### src/rtl/lcd_write_arbiter.sv
// Purpose : owns an HD44780 character-LCD write bus; runs the power-up init sequence, then round-robins single-byte writes from two requesters.
// Latency : grant on the IDLE edge that samples req, ack the next cycle; bus busy for T_SETUP+T_PULSE+T_HOLD+exec-wait cycles per byte.
// Backpr. : a request is held off (no ack, not dropped) during init or an active transfer; requester keeps req/rs/data stable until ack.
//
// Ports:
//   clk, reset            system clock, synchronous active-low reset
//   req0/rs0/data0, ack0  requester 0: write request, RS, byte, one-cycle accept pulse
//   req1/rs1/data1, ack1  requester 1: same as requester 0
//   init_done, busy       init sequence complete; engine not in IDLE
//   lcd_data/e/rs/rw      LCD bus (rw tied low, write only)
module lcd_write_arbiter #(
    parameter int T_POWERON = 750000,
    parameter int T_SETUP   = 4,
    parameter int T_PULSE   = 25,
    parameter int T_HOLD    = 4,
    parameter int T_EXEC    = 2000,
    parameter int T_CLEAR   = 82000,
    parameter int CNT_W     = 20
) (
    input  logic       clk,
    input  logic       reset,
    input  logic       req0,
    input  logic       rs0,
    input  logic [7:0] data0,
    output logic       ack0,
    input  logic       req1,
    input  logic       rs1,
    input  logic [7:0] data1,
    output logic       ack1,
    output logic       init_done,
    output logic       busy,
    output logic [7:0] lcd_data,
    output logic       lcd_e,
    output logic       lcd_rs,
    output logic       lcd_rw
);

    typedef enum logic [2:0] {
        PWR_WAIT,
        LOAD,
        SETUP,
        PULSE,
        HOLD,
        EXEC_WAIT,
        IDLE
    } state_t;

    // Terminal counts: the timer starts at 0 on state entry, so a state
    // lasting T cycles leaves when the timer reaches T-1.
    localparam logic [CNT_W-1:0] LIM_PWR   = CNT_W'(T_POWERON - 1);
    localparam logic [CNT_W-1:0] LIM_SETUP = CNT_W'(T_SETUP - 1);
    localparam logic [CNT_W-1:0] LIM_PULSE = CNT_W'(T_PULSE - 1);
    localparam logic [CNT_W-1:0] LIM_HOLD  = CNT_W'(T_HOLD - 1);
    localparam logic [CNT_W-1:0] LIM_EXEC  = CNT_W'(T_EXEC - 1);
    localparam logic [CNT_W-1:0] LIM_CLEAR = CNT_W'(T_CLEAR - 1);

    state_t           state, state_nxt;
    logic [CNT_W-1:0] timer, tlim;
    logic             timer_done;
    logic [1:0]       idx;
    logic             rr_ptr;
    logic             long_wait;
    logic             grant0, grant1;

    function automatic logic [7:0] init_byte(input logic [1:0] i);
        case (i)
            2'd0:    init_byte = 8'h38;  // 8-bit bus, 2 lines, 5x8 font
            2'd1:    init_byte = 8'h0D;  // display on, cursor off, blink on
            2'd2:    init_byte = 8'h01;  // clear display
            default: init_byte = 8'h80;  // DDRAM address 0
        endcase
    endfunction

    // Clear (0x01) and return-home (0x02/0x03) need the long execution time.
    assign long_wait = !lcd_rs && (lcd_data[7:2] == 6'd0) && (lcd_data[1:0] != 2'd0);

    always_comb begin
        tlim = '0;
        case (state)
            PWR_WAIT:  tlim = LIM_PWR;
            SETUP:     tlim = LIM_SETUP;
            PULSE:     tlim = LIM_PULSE;
            HOLD:      tlim = LIM_HOLD;
            EXEC_WAIT: tlim = long_wait ? LIM_CLEAR : LIM_EXEC;
            default:   tlim = '0;
        endcase
    end

    assign timer_done = (timer == tlim);

    // Round-robin only matters when both request; rr_ptr names the winner.
    always_comb begin
        grant0 = 1'b0;
        grant1 = 1'b0;
        if (state == IDLE && init_done) begin
            if (req0 && req1) begin
                grant0 = !rr_ptr;
                grant1 = rr_ptr;
            end else begin
                grant0 = req0;
                grant1 = req1;
            end
        end
    end

    always_comb begin
        state_nxt = state;
        case (state)
            PWR_WAIT:  if (timer_done) state_nxt = LOAD;
            LOAD:      state_nxt = SETUP;
            SETUP:     if (timer_done) state_nxt = PULSE;
            PULSE:     if (timer_done) state_nxt = HOLD;
            HOLD:      if (timer_done) state_nxt = EXEC_WAIT;
            EXEC_WAIT: if (timer_done) state_nxt = (init_done || idx == 2'd3) ? IDLE : LOAD;
            IDLE:      if (grant0 || grant1) state_nxt = SETUP;
            default:   state_nxt = PWR_WAIT;
        endcase
    end

    always_ff @(posedge clk) begin
        if (!reset) begin
            state     <= PWR_WAIT;
            timer     <= '0;
            idx       <= 2'd0;
            rr_ptr    <= 1'b0;
            lcd_e     <= 1'b0;
            lcd_rs    <= 1'b0;
            lcd_data  <= 8'h00;
            ack0      <= 1'b0;
            ack1      <= 1'b0;
            init_done <= 1'b0;
            busy      <= 1'b1;
        end else begin
            state <= state_nxt;
            // Reload on every state change; IDLE is untimed so hold at zero.
            if (state_nxt != state || state == IDLE)
                timer <= '0;
            else
                timer <= timer + 1'b1;

            if (state == LOAD) begin
                lcd_rs   <= 1'b0;
                lcd_data <= init_byte(idx);
            end

            if (grant0) begin
                lcd_rs   <= rs0;
                lcd_data <= data0;
                rr_ptr   <= 1'b1;
            end else if (grant1) begin
                lcd_rs   <= rs1;
                lcd_data <= data1;
                rr_ptr   <= 1'b0;
            end

            ack0 <= grant0;
            ack1 <= grant1;

            if (state == EXEC_WAIT && timer_done && !init_done) begin
                if (idx == 2'd3)
                    init_done <= 1'b1;
                else
                    idx <= idx + 2'd1;
            end

            // Registered from the next state so E and busy line up with it.
            lcd_e <= (state_nxt == PULSE);
            busy  <= (state_nxt != IDLE);
        end
    end

    assign lcd_rw = 1'b0;

endmodule

### config.mk
export PLATFORM = sky130hd
export DESIGN_NAME = lcd_write_arbiter
export DESIGN_NICKNAME = d
export VERILOG_FILES = /design/src/rtl/lcd_write_arbiter.sv
export SDC_FILE = /design/constraint.sdc
export NUM_CORES = 1
export LEC_CHECK = 0
export ABC_AREA = 0
export BUFFER_PORTS_ARGS = -buffer_cell sky130_fd_sc_hd__buf_2
export CAP_MARGIN = 15
export CELL_PAD_IN_SITES_DETAIL_PLACEMENT = 1
export CELL_PAD_IN_SITES_GLOBAL_PLACEMENT = 1
export CORE_MARGIN = 10
export CORE_UTILIZATION = 46
export CTS_BUF_LIST = sky130_fd_sc_hd__clkbuf_4
export DETAILED_ROUTE_END_ITERATION = 6
export PLACE_DENSITY = 0.95
export SLEW_MARGIN = 20
export SYNTH_ARGS = -nofsm -noshare
export SYNTH_HDL_FRONTEND = slang
export SYNTH_SLANG_ARGS = --single-unit
### constraint.sdc
create_clock -name clk -period 6.92 [get_ports clk]
set_input_delay 0.346 -clock clk [delete_from_list [all_inputs] [get_ports clk]]
set_output_delay 0.346 -clock clk [all_outputs]
set_load 0.01 [all_outputs]
==> metrics.md <==
| Metric | Value |
|---|---|
| Layout area overhead | 11.7% |
| Total Power | about 410 uW |
| Reg power frac | a little under three fifths |
| Final worst path period need | approximately 2.9 ns |
| Total clock buffers created by CTS | 5 |
| #FFs+latches synth | 40 |
| Leak Pwr | around 0.00095 uW |
| Final Net Count | approximately 330 |
| Net Sw Frac | between 20% and 30% |
| Crit path capture type | register |
| Clk Latency, worst-skew pair | 0.36 ns |
| Share of layout cells above drive strength 1 | between 10% and 20% |
| Setup TNS | 0 ns |
| Core Region | 4470 um^2 |
| Overall Global Routing Usage | 15.9% |
| Worst EP arrival | 3.15 ns |
| Post-CTS Resized | 0 |
| Post-synthesis sequential area ratio | between 30 and 40% |
| N_diodes | 0 |
| # setup viols final | 0 |
| Worst-Margin Slew | between 0.9 and 1 ns |
| Hold-fix buffer count after cts | 0 |
| Min-delay src | reset |
| Router iterations before antenna repair | 4 |
| Final WS setup | roughly 4.0 ns |
| HPWL Detailed | 4.57 mm |
| Type of the worst setup path | reg -> reg |
| CP Max Fanout | 22 |
| Final WL | 6.04 mm |
| Die width | 88.9 um |
| RSZ-0062 raised after global routing | no |
| Syn. warnings | 0 |
| Max Buffers Root-to-Sink | 2 |
| Largest net degree at the start of global routing | 23 |
| H-tree Lvls | 2 |
| First-pass GRT wire length | between 10 and 15 mm |
| Number of flops mapped to enable cells by yosys | 0 |
| Total count of max-transition violations in the final report | 0 |
| Maximum VDD drop | between 0.1 and 0.15 mV |
| Vias in the first global route | about 2.1k |
| R2r setup slk | between 4 and 5 ns |
| Max-Cap Viols | 0 |
| Max-slew headroom | a little under two fifths |
| Mapped Nets | 299 |
| CTS Root Cell | clkbuf_4 |
| Pint | around 320 uW |
| Via count | 2077 |
| Startpoint types | register |
| Launch point of the worst path | state[0] |
| Register area | roughly 800 um^2 |
| Std cell rows | 24 |
| First DRT Iteration DRCs | ~140 |
| Die Height | between 80 and 90 um |
| ANT nets after route | 0 |
| GR Overflow Total | 0 |
| Initial antenna violation count | 0 |
| DP Worst Slack | about 4.1 ns |
| Clock Skew | ~0.010 ns |
| RD Place Congestion | just under 0.9 |
| Synth unique cells | 53 |
| Fin crit share | approximately 42% |
| # port buffers | 35 |
| Clk slew on worst S/H paths | 0.13 ns |
| CTS tree | yes |
| Pwr/cell area | about 170 nW/um^2 |
| Worst r2r src | state[0] |
| Maximum clock rate | approximately 340 MHz |
| Multi-input gate area | 1280 um^2 |
| DR WL/cell | roughly 17 um |
| Syn_area_per_cell | 8.02 um^2 |
| Vias per inst | 5.87 |
| Final hold vios | 0 |
| Die area | between 7000 and 8000 um^2 |
| Post-CTS setup buffers | 0 |
| Status | finished, final reports clean |
| Starting Density | ~50% |
| IO Pins | 37 |
| Logic pwr share | 3.9% |
| Clock power share | slightly below 40% |
| Worst Hold Class | in -> reg |
| Clock Sink Count | 40 |
| Synthesized area | around 2200 um^2 |
| FILL cells | 582 |
| Psw | 92.3 uW |
| Dominant synthesized flop cell | dfxtp_1 |
| Post-synth ARST share | 0% |
| DRC violations left | 0 |
| Critical path required time | ~7 ns |
| Syn Inst Count | about 270 |
-- critical path, stage by stage (launching register included) --
cell     delay (ns)
dfxtp_1        0.77
nor3_1         0.27
or4_1          0.56
a22oi_1        0.36
and4_1         0.45
and4_1         0.29
nor3_1         0.07
-- layout make-up --
type                            instances  area share (%)
Multi-Input combinational cell        210            52.6
Sequential cell                        40            32.9
Timing Repair Buffer                   35            7.19
Tap cell                               52            2.67
Clock buffer                            6            1.85
Clock inverter                          2            1.44
Inverter                                9            1.39
-- cell usage in the layout (no fill, tap or decap), types with 5 or more instances in the layout --
master,instances
xnor2_1,7
or2_2,5
a21oi_1,12
nor2_1,47
xor2_1,12
nor3_1,12
buf_2,35
nand2_1,19
ha_1,5
nand3_1,10
inv_1,8
and3_1,5
dfxtp_1,40
o21ai_0,6
clkbuf_4,6
-- cell families (layout without fill, tap and decap cells) --
| family | Yosys count | count (layout) | share of synthesized area [%] |
|---|---|---|---|
| xor+xnor | 19 | 19 | 7.63 |
| compound gates | 53 | 53 | 16.8 |
| other cells | 1 | 1 | 0.172 |
| flops | 40 | 40 | 36.7 |
| fa+ha+maj | 5 | 5 | 2.87 |
| simple gates | 131 | 131 | 30.8 |
| buf+inv | 22 | 52 | 4.53 |
| mux | 1 | 1 | 0.459 |
-- routing by layer --
metal / track usage (%) / share of wire (%) / vias to the layer above
met5: 0 / 0 / -
met3: 4.41 / 6.9 / 10
li1: - / - / 1028
met4: 5.43 / 1.5 / 0
met1: 18.8 / 44 / 986
met2: 27.1 / 48 / 53
-- flip-flops by register name, summed over array words and instances (netlist names) --
signal / cells
timer: 20
ack1: 1
rr_ptr: 1
lcd_e: 1
lcd_data: 8
ack0: 1
lcd_rs: 1
busy: 1
idx: 2
init_done: 1
state: 3
-- cell usage after synthesis (all sizes together), types with 2 or more instances --
library cell,n,area [um^2]
nand2b,3,18.8
a222oi,3,30.0
or2,5,31.3
nor2,47,176
nand2,19,71.3
dfxtp,40,801
inv,8,30.0
a31oi,3,18.8
o21a,2,15.0
or4,2,15.0
nor2b,4,25.0
nor3,12,60.1
o211ai,2,15.0
a311oi,3,26.3
a21oi,12,60.1
xnor2,7,61.3
o22ai,4,25.0
o31ai,4,30.0
nand3,10,50.1
nor4,4,37.5
nand4,4,25.0
xor2,12,105
buf,5,35.0
and3,5,31.3
o21ai,6,30.0
and3b,2,17.5
a211oi,4,30.0
nand3b,3,26.3
ha,5,62.6
clkbuf,8,30.0
and2,3,18.8
and4,3,26.3
-- metrics by stage --
step,util [%],cells,cell area [um^2],hold slack (ns)
detailed placement,52.7,346,2360,0.490
floorplan,-,272,2180,0.425
finish,54.4,354,2440,0.205
global placement,52.7,346,2360,0.482
global route,54.4,354,2440,0.199
CTS,54.4,354,2440,0.202
-- power groups by stage --
stage / sequential (uW) / clock [uW] / combinational [uW]
global route: 236 / 175 / 18.5
finish: 235 / 160 / 15.9
detailed placement: 240 / 0 / 15.9
CTS: 235 / 164 / 16.0
global placement: 240 / 0 / 15.3
floorplan: 239 / 0 / 8.96
-- worst paths after layout --
kind,endpoint,depth (start not counted)
max,timer[18],6
min,busy,2
max reg2reg,timer[18],6
min reg2reg,idx[1],2
(Power assumes the default switching activity.)
